<file path="config.mk">
export PLATFORM = sky130hd
export DESIGN_NAME = noc_packet_injector_flat
export DESIGN_NICKNAME = d
export VERILOG_FILES = /design/src/rtl/noc_pkg.sv /design/src/rtl/noc_packet_injector_if.sv /design/src/rtl/noc_credit_counter.sv /design/src/rtl/noc_packet_injector.sv /design/src/flat_wrapper.sv
export SDC_FILE = /design/constraint.sdc
export NUM_CORES = 1
export LEC_CHECK = 0
export BUFFER_PORTS_ARGS = -buffer_cell sky130_fd_sc_hd__buf_2
export CELL_PAD_IN_SITES_DETAIL_PLACEMENT = 0
export CELL_PAD_IN_SITES_GLOBAL_PLACEMENT = 2
export CORE_ASPECT_RATIO = 2
export CORE_UTILIZATION = 35
export DETAILED_ROUTE_END_ITERATION = 8
export HOLD_SLACK_MARGIN = 0.12
export MAX_ROUTING_LAYER = met4
export PLACE_DENSITY = 0.92
export SYNTH_ARGS = -nofsm -noshare
export SYNTH_HDL_FRONTEND = slang
export SYNTH_SLANG_ARGS = --single-unit
</file>
<file path="constraint.sdc">
create_clock -name clk -period 5.25 [get_ports clk]
set_input_delay 1.05 -clock clk [delete_from_list [all_inputs] [get_ports clk]]
set_output_delay 1.05 -clock clk [all_outputs]
set_load 0.01 [all_outputs]
</file>
<file path="src/rtl/noc_pkg.sv">
// Shared definitions for the NoC injector: flit type codes, FSM states
// and the width helpers every file derives its port widths from.
package noc_pkg;

  typedef enum logic [1:0] {
    TAIL_FLIT = 2'b00,
    HEAD_FLIT = 2'b01,
    BODY_FLIT = 2'b10,
    HEADER    = 2'b11
  } flit_type_e;

  // A packet with payload carries one head and one tail around its bodies.
  localparam int unsigned HEAD_TAIL = 2;

  typedef enum logic [1:0] {
    IDLE,
    SEND_HEAD,
    SEND_DATA
  } state_e;

  // Clamped to 1 so a single-node or single-VC build keeps a legal width.
  function automatic int unsigned dest_node_width(input int unsigned nodes);
    return (nodes > 1) ? $clog2(nodes) : 1;
  endfunction

  function automatic int unsigned vc_width(input int unsigned vcs);
    return (vcs > 1) ? $clog2(vcs) : 1;
  endfunction

  function automatic int unsigned flit_total_width(input int unsigned vcs,
                                                   input int unsigned data_w);
    return 2 + vc_width(vcs) + data_w;
  endfunction

endpackage

</file>
<file path="src/rtl/noc_packet_injector_if.sv">
// Request and flit/credit bundle between a packet source and the injector.
// master = request side, slave = injector side.
interface noc_packet_injector_if import noc_pkg::*; #(
  parameter int unsigned NUM_OF_NODES            = 8,
  parameter int unsigned FLIT_DATA_WIDTH         = 16,
  parameter int unsigned NUM_OF_VIRTUAL_CHANNELS = 2,
  parameter int unsigned MAX_PKT_LEN             = 7
);

  localparam int unsigned DEST_NODE_WIDTH  = dest_node_width(NUM_OF_NODES);
  localparam int unsigned VC_W             = vc_width(NUM_OF_VIRTUAL_CHANNELS);
  localparam int unsigned LEN_W            = $clog2(MAX_PKT_LEN + 1);
  localparam int unsigned FLIT_TOTAL_WIDTH =
    flit_total_width(NUM_OF_VIRTUAL_CHANNELS, FLIT_DATA_WIDTH);

  logic                               req_valid;
  logic                               req_ready;
  logic [DEST_NODE_WIDTH-1:0]         req_dest;
  logic [VC_W-1:0]                    req_vc;
  logic [LEN_W-1:0]                   req_len;
  logic [FLIT_DATA_WIDTH-1:0]         req_payload;
  logic [NUM_OF_VIRTUAL_CHANNELS-1:0] credit_in;
  logic [FLIT_TOTAL_WIDTH-1:0]        flit_out;
  logic                               flit_valid;
  logic                               pkt_sent;
  logic                               credit_error;

  modport master (
    output req_valid, req_dest, req_vc, req_len, req_payload, credit_in,
    input  req_ready, flit_out, flit_valid, pkt_sent, credit_error
  );

  modport slave (
    input  req_valid, req_dest, req_vc, req_len, req_payload, credit_in,
    output req_ready, flit_out, flit_valid, pkt_sent, credit_error
  );

endinterface

</file>
<file path="src/rtl/noc_credit_counter.sv">
// Credit counter for one downstream VC buffer, counting free slots from
// VC_DEPTH down to 0; a return at full depth saturates and flags overflow.
module noc_credit_counter #(
  parameter int unsigned VC_DEPTH = 2
) (
  input  logic clk,
  input  logic reset,
  input  logic launch,
  input  logic credit_return,
  output logic has_credit,
  output logic overflow
);

  localparam int unsigned CW = $clog2(VC_DEPTH + 1);

  logic [CW-1:0] count_q, count_d;

  // A launch and a return in the same cycle cancel out.
  always_comb begin
    count_d  = count_q;
    overflow = 1'b0;
    if (launch && !credit_return) begin
      count_d = count_q - CW'(1);
    end else if (credit_return && !launch) begin
      if (count_q == CW'(VC_DEPTH)) begin
        overflow = 1'b1;
      end else begin
        count_d = count_q + CW'(1);
      end
    end
  end

  assign has_credit = (count_q != '0);

  always_ff @(posedge clk) begin
    if (reset) begin
      count_q <= CW'(VC_DEPTH);
    end else begin
      count_q <= count_d;
    end
  end

endmodule

</file>
<file path="src/rtl/noc_packet_injector.sv">
// Network-interface source stage: serializes packet requests into
// head/body/tail (or single HEADER) flits under per-VC credit flow control.
module noc_packet_injector import noc_pkg::*; #(
  parameter int unsigned NUM_OF_NODES            = 8,
  parameter int unsigned FLIT_DATA_WIDTH         = 16,
  parameter int unsigned NODE_BUFFER_WIDTH       = 32,
  parameter int unsigned NUM_OF_VIRTUAL_CHANNELS = 2,
  parameter int unsigned NODE_ID                 = 0,
  parameter int unsigned MAX_PKT_LEN             = 7
) (
  input  logic                  clk,
  input  logic                  reset,
  noc_packet_injector_if.slave  bus
);

  localparam int unsigned DEST_W  = dest_node_width(NUM_OF_NODES);
  localparam int unsigned VC_W    = vc_width(NUM_OF_VIRTUAL_CHANNELS);
  localparam int unsigned LEN_W   = $clog2(MAX_PKT_LEN + 1);
  localparam int unsigned FLIT_W  = flit_total_width(NUM_OF_VIRTUAL_CHANNELS,
                                                     FLIT_DATA_WIDTH);
  localparam int unsigned VC_DEPTH = NODE_BUFFER_WIDTH / FLIT_DATA_WIDTH;
  localparam int unsigned PAD_W   = FLIT_DATA_WIDTH - 2 * DEST_W;
  localparam int unsigned NVC     = NUM_OF_VIRTUAL_CHANNELS;

  state_e                     state_q, state_d;
  logic [DEST_W-1:0]          dest_q, dest_d;
  logic [VC_W-1:0]            vc_q, vc_d;
  logic [LEN_W-1:0]           rem_q, rem_d;
  logic [FLIT_DATA_WIDTH-1:0] word_q, word_d;
  logic [FLIT_W-1:0]          flit_q, flit_d;
  logic                       flit_valid_q, flit_valid_d;
  logic                       pkt_sent_q, pkt_sent_d;
  logic                       credit_error_q;

  logic [NVC-1:0]             has_credit;
  logic [NVC-1:0]             launch_vec;
  logic [NVC-1:0]             overflow;
  logic [LEN_W-1:0]           req_len_c;
  logic                       can_send;
  logic [FLIT_DATA_WIDTH-1:0] head_data;
  flit_type_e                 ftype;
  logic [FLIT_DATA_WIDTH-1:0] fdata;

  // Oversized lengths only exist when MAX_PKT_LEN leaves spare codes.
  if (MAX_PKT_LEN == (1 << LEN_W) - 1) begin : g_no_clamp
    assign req_len_c = bus.req_len;
  end else begin : g_clamp
    assign req_len_c = (bus.req_len > LEN_W'(MAX_PKT_LEN)) ?
                       LEN_W'(MAX_PKT_LEN) : bus.req_len;
  end

  for (genvar v = 0; v < NVC; v++) begin : g_credit
    noc_credit_counter #(
      .VC_DEPTH (VC_DEPTH)
    ) u_credit (
      .clk           (clk),
      .reset         (reset),
      .launch        (launch_vec[v]),
      .credit_return (bus.credit_in[v]),
      .has_credit    (has_credit[v]),
      .overflow      (overflow[v])
    );
  end

  assign can_send  = has_credit[vc_q];
  assign head_data = {dest_q, DEST_W'(NODE_ID), {PAD_W{1'b0}}};

  always_comb begin
    state_d      = state_q;
    dest_d       = dest_q;
    vc_d         = vc_q;
    rem_d        = rem_q;
    word_d       = word_q;
    flit_valid_d = 1'b0;
    pkt_sent_d   = 1'b0;
    launch_vec   = '0;
    ftype        = TAIL_FLIT;
    fdata        = '0;
    flit_d       = '0;

    case (state_q)
      IDLE: begin
        if (bus.req_valid) begin
          dest_d  = bus.req_dest;
          vc_d    = bus.req_vc;
          rem_d   = req_len_c;
          word_d  = bus.req_payload;
          state_d = SEND_HEAD;
        end
      end

      SEND_HEAD: begin
        if (can_send) begin
          launch_vec[vc_q] = 1'b1;
          flit_valid_d     = 1'b1;
          fdata            = head_data;
          if (rem_q == '0) begin
            ftype      = HEADER;
            pkt_sent_d = 1'b1;
            state_d    = IDLE;
          end else begin
            ftype   = HEAD_FLIT;
            state_d = SEND_DATA;
          end
        end
      end

      SEND_DATA: begin
        if (can_send) begin
          launch_vec[vc_q] = 1'b1;
          flit_valid_d     = 1'b1;
          fdata            = word_q;
          if (rem_q == LEN_W'(1)) begin
            ftype      = TAIL_FLIT;
            pkt_sent_d = 1'b1;
            state_d    = IDLE;
          end else begin
            ftype  = BODY_FLIT;
            rem_d  = rem_q - LEN_W'(1);
            word_d = word_q + FLIT_DATA_WIDTH'(1);
          end
        end
      end

      default: state_d = IDLE;
    endcase

    if (flit_valid_d) begin
      flit_d = {ftype, vc_q, fdata};
    end
  end

  always_ff @(posedge clk) begin
    if (reset) begin
      state_q        <= IDLE;
      dest_q         <= '0;
      vc_q           <= '0;
      rem_q          <= '0;
      word_q         <= '0;
      flit_q         <= '0;
      flit_valid_q   <= 1'b0;
      pkt_sent_q     <= 1'b0;
      credit_error_q <= 1'b0;
    end else begin
      state_q        <= state_d;
      dest_q         <= dest_d;
      vc_q           <= vc_d;
      rem_q          <= rem_d;
      word_q         <= word_d;
      flit_q         <= flit_d;
      flit_valid_q   <= flit_valid_d;
      pkt_sent_q     <= pkt_sent_d;
      credit_error_q <= credit_error_q | (|overflow);
    end
  end

  assign bus.req_ready    = (state_q == IDLE);
  assign bus.flit_out     = flit_q;
  assign bus.flit_valid   = flit_valid_q;
  assign bus.pkt_sent     = pkt_sent_q;
  assign bus.credit_error = credit_error_q;

endmodule

</file>
<file path="src/flat_wrapper.sv">
// flat-port wrapper written by rule: the top's interface ports become plain ports
module noc_packet_injector_flat import noc_pkg::*;
#(
  parameter int unsigned NUM_OF_NODES            = 8,
  parameter int unsigned FLIT_DATA_WIDTH         = 16,
  parameter int unsigned NODE_BUFFER_WIDTH       = 32,
  parameter int unsigned NUM_OF_VIRTUAL_CHANNELS = 2,
  parameter int unsigned NODE_ID                 = 0,
  parameter int unsigned MAX_PKT_LEN             = 7
)
  (clk, reset, bus_req_valid, bus_req_dest, bus_req_vc, bus_req_len, bus_req_payload, bus_credit_in, bus_req_ready, bus_flit_out, bus_flit_valid, bus_pkt_sent, bus_credit_error);
  noc_packet_injector_if #(.NUM_OF_NODES(NUM_OF_NODES), .FLIT_DATA_WIDTH(FLIT_DATA_WIDTH), .NUM_OF_VIRTUAL_CHANNELS(NUM_OF_VIRTUAL_CHANNELS), .MAX_PKT_LEN(MAX_PKT_LEN)) bus_i ();
  input  logic clk;
  input  logic reset;
  input wire logic [$bits(bus_i.req_valid)-1:0] bus_req_valid;
  input wire logic [$bits(bus_i.req_dest)-1:0] bus_req_dest;
  input wire logic [$bits(bus_i.req_vc)-1:0] bus_req_vc;
  input wire logic [$bits(bus_i.req_len)-1:0] bus_req_len;
  input wire logic [$bits(bus_i.req_payload)-1:0] bus_req_payload;
  input wire logic [$bits(bus_i.credit_in)-1:0] bus_credit_in;
  output wire logic [$bits(bus_i.req_ready)-1:0] bus_req_ready;
  output wire logic [$bits(bus_i.flit_out)-1:0] bus_flit_out;
  output wire logic [$bits(bus_i.flit_valid)-1:0] bus_flit_valid;
  output wire logic [$bits(bus_i.pkt_sent)-1:0] bus_pkt_sent;
  output wire logic [$bits(bus_i.credit_error)-1:0] bus_credit_error;
  assign bus_i.req_valid = bus_req_valid;
  assign bus_i.req_dest = bus_req_dest;
  assign bus_i.req_vc = bus_req_vc;
  assign bus_i.req_len = bus_req_len;
  assign bus_i.req_payload = bus_req_payload;
  assign bus_i.credit_in = bus_credit_in;
  assign bus_req_ready = bus_i.req_ready;
  assign bus_flit_out = bus_i.flit_out;
  assign bus_flit_valid = bus_i.flit_valid;
  assign bus_pkt_sent = bus_i.pkt_sent;
  assign bus_credit_error = bus_i.credit_error;
  noc_packet_injector #(.NUM_OF_NODES(NUM_OF_NODES), .FLIT_DATA_WIDTH(FLIT_DATA_WIDTH), .NODE_BUFFER_WIDTH(NODE_BUFFER_WIDTH), .NUM_OF_VIRTUAL_CHANNELS(NUM_OF_VIRTUAL_CHANNELS), .NODE_ID(NODE_ID), .MAX_PKT_LEN(MAX_PKT_LEN)) u_core (.clk(clk), .reset(reset), .bus(bus_i));
endmodule
</file>
== Word level (Yosys, flattened, before mapping) ==
Cells that the tools add are included.

* $lt $le $gt $ge: 2
* Equality and inequality tests: 12
* Reductions and logical operators: 24
* Bitwise operators: 2
* Multiplexer cells: 47
* Add/sub/neg operators: 6

{| class="wikitable"
|+ Operators with widths
! cell !! count
|-
| 16-bit two-way mux || 5
|-
| 16-bit one-hot mux with 2 select lines || 2
|-
| 2-bit two-way mux || 17
|-
| 16-bit by 1-bit adder with 16-bit output, second input constant || 1
|-
| 1-bit two-way mux || 15
|-
| 2-bit nonzero test || 5
|-
| 3-bit two-way mux || 3
|-
| 2-bit inequality test, second input constant || 4
|-
| 4-bit AND reduction || 2
|-
| 2-bit == test, second input constant || 3
|-
| 2-bit by 1-bit inequality test with 1-bit output, second input constant || 3
|-
| 2-bit one-hot mux with 3 select lines || 1
|-
| 3-bit one-hot mux with 2 select lines || 1
|-
| 2-bit AND reduction || 3
|-
| 2-bit OR reduction || 3
|-
| 1-bit logical AND || 5
|-
| 2-bit by 1-bit adder with 2-bit output, second input constant || 2
|-
| 1-bit logical NOT || 4
|-
| 2-bit one-hot mux with 2 select lines || 1
|-
| 2-bit by 1-bit subtractor with 2-bit output, second input constant || 2
|-
| 3-bit by 1-bit == test with 1-bit output, second input constant || 1
|-
| 3-bit logical NOT || 1
|-
| 3-bit by 1-bit subtractor with 3-bit output, second input constant || 1
|-
| 2-bit by 1-bit == test with 1-bit output, second input constant || 1
|-
| 7 further kinds || 7
|}

* Word-level logic and storage cells: 104
* Output and inout bits: 23
* Bits in registers: 51

== Logic depth before layout (Yosys ltp) ==
Gate-level depths: netlist of run 1.

* Word-level depth: 12
* Mapped depth: 9

== Hierarchy ==
From an unflattened synthesis of run 1, not the netlist that was laid out.

* Cells, all modules: 292
* Area, all modules: 2,456.1 um^2

{| class="wikitable"
|+ Modules (own cells, without submodules)
! module !! cells an instance !! area an instance (um^2) !! times used !! seq. area each (um^2)
|-
| noc_packet_injector || 258 || 2,183.3 || 1 || 940.9
|-
| noc_credit_counter || 17 || 136.4 || 2 || 40.0
|}

== Worst setup path after synthesis of run 1 ==
Ideal clock, no wire load.

* Kind: input to register
* Start point: input port bus_req_valid
* End point: register u_core.word_q[13]
* Arrival time: 2.165 ns
* Data required time: 5.158 ns
* Slack: 2.993 ns
* Stages: 6
* Cells stage by stage: clkbuf_1 nand2b_1 clkbuf_1 nand2_2 buf_2 o32ai_1

* Cells in the longest elaborated chain, start to end: 2

{| class="wikitable"
|+ RTL lines
! item !! RTL line !! text
|-
| from (decl) || flat_wrapper.sv:15 || <nowiki>input wire logic [$bits(bus_i.req_valid)-1:0] bus_req_valid;</nowiki>
|-
| 2-bit inequality test (no line) || -- ||
|-
| 4-bit AND reduction (no line) || -- ||
|-
| to (signal assigned) || noc_packet_injector.sv:149 || <nowiki>word_q <= word_d;</nowiki>
|-
| to (decl) || noc_packet_injector.sv:29 || <nowiki>logic [FLIT_DATA_WIDTH-1:0] word_q, word_d;</nowiki>
|}

Every way passes these cells.
A chain may end at the register's enable or synchronous reset.

== Worst setup path after layout of run 1 ==
* Start point: input port bus_req_valid
* End point: register u_core.state_q[1]

* Cells in the longest elaborated chain, start to end: 2

{| class="wikitable"
|+ RTL lines
! item !! RTL line !! text
|-
| 2-bit inequality test (no line) || -- ||
|-
| 4-bit AND reduction (no line) || -- ||
|-
| to (signal assigned) || noc_packet_injector.sv:145 || <nowiki>state_q <= state_d;</nowiki>
|-
| to (decl) || noc_packet_injector.sv:25 || <nowiki>state_e state_q, state_d;</nowiki>
|}

Every way passes these cells.

==> results of run 1 <==
## flip-flops by register name, indices dropped and copies added, names as in the netlist
name	count
u_core.bus.credit_error	1
u_core.bus.flit_out	19
u_core.bus.flit_valid	1
u_core.bus.pkt_sent	1
u_core.dest_q	3
u_core.g_credit.u_credit.count_q	4
u_core.rem_q	3
u_core.state_q	2
u_core.vc_q	1
u_core.word_q	16
## cells by family (layout without fill, tap and decap cells)
kind of cell | Yosys count | count (layout) | synth area share, %
and+or+nand+nor | 116 | 116 | 24.5
AOI/OAI and AO/OA | 78 | 78 | 22.7
DFF | 51 | 51 | 39.1
buffers and inverters | 38 | 73 | 5.79
adders and majority gates | 11 | 11 | 5.27
muxes | 5 | 5 | 1.92
xor gates and xnor gates | 2 | 2 | 0.671
## report_power, final
group          switching [mW]  internal [mW]
logic                   0.169          0.106
registers              0.0547          0.429
clock network           0.148          0.222
## through the flow
| step | hold WS [ns] | cells |
|---|---|---|
| floorplan | 0.437 | 301 |
| global placement | 0.450 | 421 |
| detailed placement | 0.449 | 421 |
| CTS | 0.458 | 428 |
| global route | 0.469 | 428 |
| finish | 0.457 | 428 |
## worst max path at each step
stage,cells past startpoint,from,to
final,5,bus_req_valid,u_core.state_q[1]$_SDFFE_PP0P_
after global routing,5,u_core.state_q[0]$_SDFFE_PP0P_,u_core.word_q[5]$_SDFFE_PP0P_
after CTS,5,bus_req_valid,u_core.state_q[1]$_SDFFE_PP0P_
after detailed placement,5,bus_req_valid,u_core.state_q[1]$_SDFFE_PP0P_
after global placement,5,bus_req_valid,u_core.state_q[1]$_SDFFE_PP0P_
after floorplan,6,bus_req_valid,u_core.word_q[13]$_SDFFE_PP0P_
## cell type report
| class | instances | area [um^2] |
|---|---|---|
| Clock buffer | 5 | 125 |
| Clock inverter | 2 | 37.5 |
| Fill cell | 757 | 4160 |
| Inverter | 15 | 56.3 |
| Multi-Input combinational cell | 212 | 1440 |
| Sequential cell | 51 | 1020 |
| Tap cell | 92 | 115 |
| Timing Repair Buffer | 51 | 258 |
## placed cells by master, fill, tap and decap left out, types with 3 or more instances in the layout
master,Yosys,final
a32oi_1,4,4
mux2i_1,5,5
nand3_1,13,13
clkbuf_16,0,5
nor3_1,12,12
nand4_1,3,3
o21ai_0,4,4
o32ai_1,9,9
o31ai_1,7,7
and4_1,4,4
nand2b_1,5,5
nor2_1,16,16
inv_2,3,3
a2bb2oi_1,3,3
nand2_1,23,23
inv_1,12,12
ha_1,11,11
a211oi_1,7,7
buf_2,7,50
nor2b_1,8,8
dfxtp_1,51,51
nor4_1,4,4
or3_1,3,3
and3_1,14,14
a21oi_1,17,17
## critical path, cell delays in order
cell	delay, ns
buf_2	0.15
nor2b_1	0.94
nor2_1	0.11
a32oi_1	0.22
mux2i_1	0.20
## routing by layer
layer,wire length (um),global-route usage [%]
met1,2650,19.7
met2,3930,37.0
met3,348,3.21
met4,153,9.01
met5,0,-
==> impl_metrics.csv, run 1 <==
group,metric,value,unit
synthesis,yosys_register_bits,51,
timing,period_minus_slack,2.45,ns
clock_tree,cts_tree,"yes",
worst_setup_path,cp-end-kind,"flip-flop",
clock_tree,clockBufferDepth,2,
clock_tree,post_cts_buffers,0,
cells_and_area,final_area,0.00305,mm^2
placement,place_area,0.00289,mm^2
die,coreArea,0.00721,mm^2
die,die_y,124,um
power,power,1.13,mW
worst_setup_path,cp.arrival,2.67,ns
synthesis,yosysWarnings,0,
flow_run,drv_cap,0,
drt,drc,0,
timing,finalSetupViolations,0,
drt,viasPerCell,5.75,
grt,antenna_found_initial,0,
timing,skew,0.00645,ns
timing,tns,0,ns
placement,place_congestion,0.798,
timing,hold_violations,0,
worst_setup_path,cp-start-kind,"primary input",
power,leakage,1.26,nW
clock_tree,cts_sinks,51,
drt,drt.antenna.violating_nets,0,
worst_hold_path,hp-class,"reg -> reg",
timing,finalCritPeriodShare,46.6,%
worst_hold_path,whs_endpoint,"u_core.dest_q[2]$_SDFFE_PP0P_",
drt,vias,2461,
timing,worst_pin_slew,1.22,ns
placement,port_buffers,50,
synthesis,yosys-top-cells-area,"dfxtp_1, ha_1, and3_1, nand2_1, a21oi_1",
clock_tree,hold_buffers,0,
worst_setup_path,crit_required,5.47,ns
synthesis,syn_area,0.00261,mm^2
synthesis,synth_cells,301,
die,rows,44,
clock_tree,clock_latency,0.29,ns
synthesis,synthArstFlopShare,0,%
drt,drt_iter0_drc,162,
die,ioPinCount,51,
synthesis,synth_ff_type,"dfxtp_1",
worst_setup_path,reg2reg_depth,5,
grt,overflow,0,
synthesis,synth_seq_area_share,39.1,%
worst_hold_path,worstHoldStart,"u_core.dest_q[2]$_SDFFE_PP0P_",
grt,grt_pass1_wl,11.7,mm
cells_and_area,fin_nets,375,
synthesis,syn-num-nets,340,
clock_tree,clkSlewWorstSetupHoldPaths,0.07,ns
clock_tree,htree_levels,2,
placement,place_ws,2.54,ns
synthesis,synth.distinct_cells,57,
grt,grt_pass1_vias,2430,
drt,routed_wl,7.08,mm
synthesis,synth-edff-count,0,
grt,grt_usage,19.8,%
cells_and_area,drive_gt1_share,19.6,%
worst_setup_path,criticalPathCategory,"in -> reg",
synthesis,synth_top_area_share,39.1,%
synthesis,synth_common_cells,"dfxtp_1, nand2_1, a21oi_1, nor2_1",
clock_tree,cts-buffers-inserted,5,
drt,dr.pass1.iters,4,
synthesis,yosysMostFrequentCell,"dfxtp_1",
power,ir_worst_vdd,0.226,mV
worst_setup_path,reg2reg_to,"u_core.word_q[6]$_SDFFE_PP0P_",
timing,relSlewSlack,18.7,%
cells_and_area,syn_to_final_growth,16.9,%
synthesis,yosysTopAreaCell,"dfxtp_1",
die,die-area,0.00783,mm^2
placement,dp_hpwl,5.03,mm
grt,grt_max_degree,35,
timing,grt_setup_unrepaired,"no",
timing,maxSlewViolCount,0,
drt,wl_per_cell,16.6,um
clock_tree,clock-root-buffer,"clkbuf_16",
die,dieWidth,63.1,um
worst_hold_path,hold_path_depth,2,
worst_setup_path,cp_max_fo,16,
cells_and_area,final_core_util,42.3,%
status,status,"finished, final reports clean",
power,powerDensity,370,mW/mm^2
timing,layout_setup_ws,2.80,ns
clock_tree,postCtsResizedCells,0,
worst_setup_path,timing.rr.start,"u_core.state_q[0]$_SDFFE_PP0P_",
synthesis,syn_avg_cell_area,8.68,um^2
worst_setup_path,reg2reg_slack,2.82,ns
die,initial_core_util,36.2,%
cells_and_area,diodes,0,
timing,fmax,0.409,GHz
Note: power is estimated with default switching activity, not from simulation.
==> run 2, diff against run 1 <==
--- a/config.mk
+++ b/config.mk
@@ -9,11 +9,11 @@
 export CELL_PAD_IN_SITES_DETAIL_PLACEMENT = 0
 export CELL_PAD_IN_SITES_GLOBAL_PLACEMENT = 2
 export CORE_ASPECT_RATIO = 2
-export CORE_UTILIZATION = 35
+export CORE_UTILIZATION = 33
 export DETAILED_ROUTE_END_ITERATION = 8
 export HOLD_SLACK_MARGIN = 0.12
 export MAX_ROUTING_LAYER = met4
-export PLACE_DENSITY = 0.92
+export PLACE_DENSITY = 0.88
 export SYNTH_ARGS = -nofsm -noshare
 export SYNTH_HDL_FRONTEND = slang
 export SYNTH_SLANG_ARGS = --single-unit
==> constraint.sdc (replaced) <==
create_clock -name clk -period 2.54 [get_ports clk]
set_input_delay 0.508 -clock clk [delete_from_list [all_inputs] [get_ports clk]]
set_output_delay 0.508 -clock clk [all_outputs]
set_load 0.01 [all_outputs]
==> run 2 against run 1 <==
Against the previous run: non-clock buffer count increased by 7; critical endpoint is now u_core.rem_q[0]$_SDFFE_PP0P_; sequential cell count unchanged; clock skew about the same; wire length increased by 5.4%; sequential power increased by 110%; largest power group unchanged; sequential share of layout area decreased by 0.37 points; global-route usage decreased by 0.14 points.
==> impl_metrics.csv, run 2 (same netlist as run 1, synthesis figures left out) <==
group,metric,value,unit
grt,grt_usage,19.6,%
cells_and_area,final_area,0.00309,mm^2
timing,maxSlewViolCount,0,
worst_hold_path,hp-class,"reg -> reg",
placement,port_buffers,50,
cells_and_area,fin_nets,382,
grt,grt_pass1_vias,2370,
placement,place_area,0.00295,mm^2
drt,drt.antenna.violating_nets,0,
die,die-area,0.00830,mm^2
cells_and_area,drive_gt1_share,21.2,%
timing,grt_setup_unrepaired,"no",
die,rows,45,
drt,routed_wl,7.46,mm
clock_tree,htree_levels,2,
timing,whs,0.467,ns
die,ioPinCount,51,
worst_setup_path,crit_required,2.72,ns
flow_run,drv_cap,0,
timing,fmax,0.475,GHz
clock_tree,post_cts_buffers,0,
clock_tree,clkSlewWorstSetupHoldPaths,0.06,ns
worst_setup_path,cp_max_fo,18,
cells_and_area,syn_to_final_growth,18.2,%
cells_and_area,largest_reg_flops,19,
die,die_y,128,um
grt,antenna_found_initial,0,
die,coreArea,0.00760,mm^2
cells_and_area,layout_common_cells,"dfxtp_1, buf_2, nand2_1",
clock_tree,clock-root-buffer,"clkbuf_16",
clock_tree,clockBufferDepth,2,
worst_setup_path,cp-end-kind,"flip-flop",
timing,skew,0.00661,ns
cells_and_area,final_common_cell,"dfxtp_1",
worst_setup_path,cp.arrival,2.29,ns
drt,dr.pass1.iters,4,
status,status,"finished, final reports clean",
worst_setup_path,cp-start-kind,"flip-flop",
timing,tns,0,ns
worst_setup_path,criticalPathCategory,"reg -> reg",
clock_tree,clock_latency,0.30,ns
power,leakage,1.28,nW
clock_tree,cts-buffers-inserted,5,
timing,finalSetupViolations,0,
power,ir_worst_vdd,0.366,mV
grt,grt_max_degree,35,
timing,worst_pin_slew,0.595,ns
cells_and_area,diodes,0,
grt,grt_pass1_wl,12.0,mm
die,dieWidth,64.9,um
timing,relSlewSlack,60.3,%
clock_tree,cts_sinks,51,
drt,vias,2471,
worst_setup_path,timing.rr.start,"u_core.state_q[0]$_SDFFE_PP0P_",
timing,hold_violations,0,
power,powerDensity,734,mW/mm^2
timing,period_minus_slack,2.11,ns
worst_setup_path,startpoint,"u_core.state_q[0]$_SDFFE_PP0P_",
clock_tree,cts_tree,"yes",
timing,finalCritPeriodShare,82.9,%
placement,dp_hpwl,5.40,mm
drt,drt_iter0_drc,168,
die,initial_core_util,34.4,%
worst_hold_path,worstHoldStart,"u_core.dest_q[1]$_SDFFE_PP0P_",
placement,place_congestion,0.819,
drt,wl_per_cell,17.0,um
clock_tree,hold_buffers,0,
grt,overflow,0,
drt,drc,0,
clock_tree,postCtsResizedCells,0,
drt,viasPerCell,5.64,
run 2: cell types whose count changed in the layout (fill, tap and decap cells not counted), sizes merged:
cell | before | now
buf | 51 | 58
bufinv | 1 | 0
clkinv | 0 | 1
clkbuf | 5 | 6
run 2: layout make-up:
type	count	area (um^2)
inverter	15	56.3
timing repair buffer	58	310
multi-input combinational	212	1440
fill	802	4510
sequential	51	1020
clock buffer	6	129
tap	94	118
clock inverter	2	12.5
run 2: critical path: stages, from the launching register on:
cell     delay (ns)
dfxtp_1        0.33
inv_1          0.09
ha_1           0.34
nor2b_1        0.25
a41o_1         0.25
nand2_2        0.30
o311a_1        0.43
run 2: routing by layer:
layer | GRT usage (%) | up-vias | share of wire [%]
met5 | - | - | 0
met4 | 11.1 | 0 | 3.7
met3 | 2.49 | 17 | 2.7
met2 | 34.4 | 54 | 56
met1 | 20.6 | 1187 | 38
li1 | - | 1213 | -
run 2: path summary, 6_finish.rpt:
check / endpoint / slack (ns) / depth (start not counted)
max: u_core.rem_q[0]$_SDFFE_PP0P_ / 0.43 / 6
min: u_core.dest_q[1]$_SDFFE_PP0P_ / 0.47 / 2
max reg2reg: u_core.rem_q[0]$_SDFFE_PP0P_ / 0.43 / 6
min reg2reg: u_core.dest_q[1]$_SDFFE_PP0P_ / 0.47 / 2
run 2: per-stage QoR:
| step | worst slack (ns) | total power, mW | utilization (%) | std cells |
|---|---|---|---|---|
| after detailed placement | 0.427 | 1.61 | 38.7 | 430 |
| after CTS | 0.417 | 2.29 | 40.6 | 438 |
| after global placement | 0.539 | 1.60 | 38.7 | 430 |
| final | 0.434 | 2.27 | 40.6 | 438 |
| after floorplan | 0.750 | 1.42 | - | 301 |
| after global routing | 0.256 | 2.38 | 40.6 | 438 |
run 2: power by group:
| group | switching, mW | internal (mW) | leakage, nW |
|---|---|---|---|
| combinational | 0.361 | 0.238 | 0.797 |
| clock | 0.307 | 0.364 | 0.0669 |
| sequential | 0.109 | 0.886 | 0.416 |
| total | 0.778 | 1.49 | 1.28 |
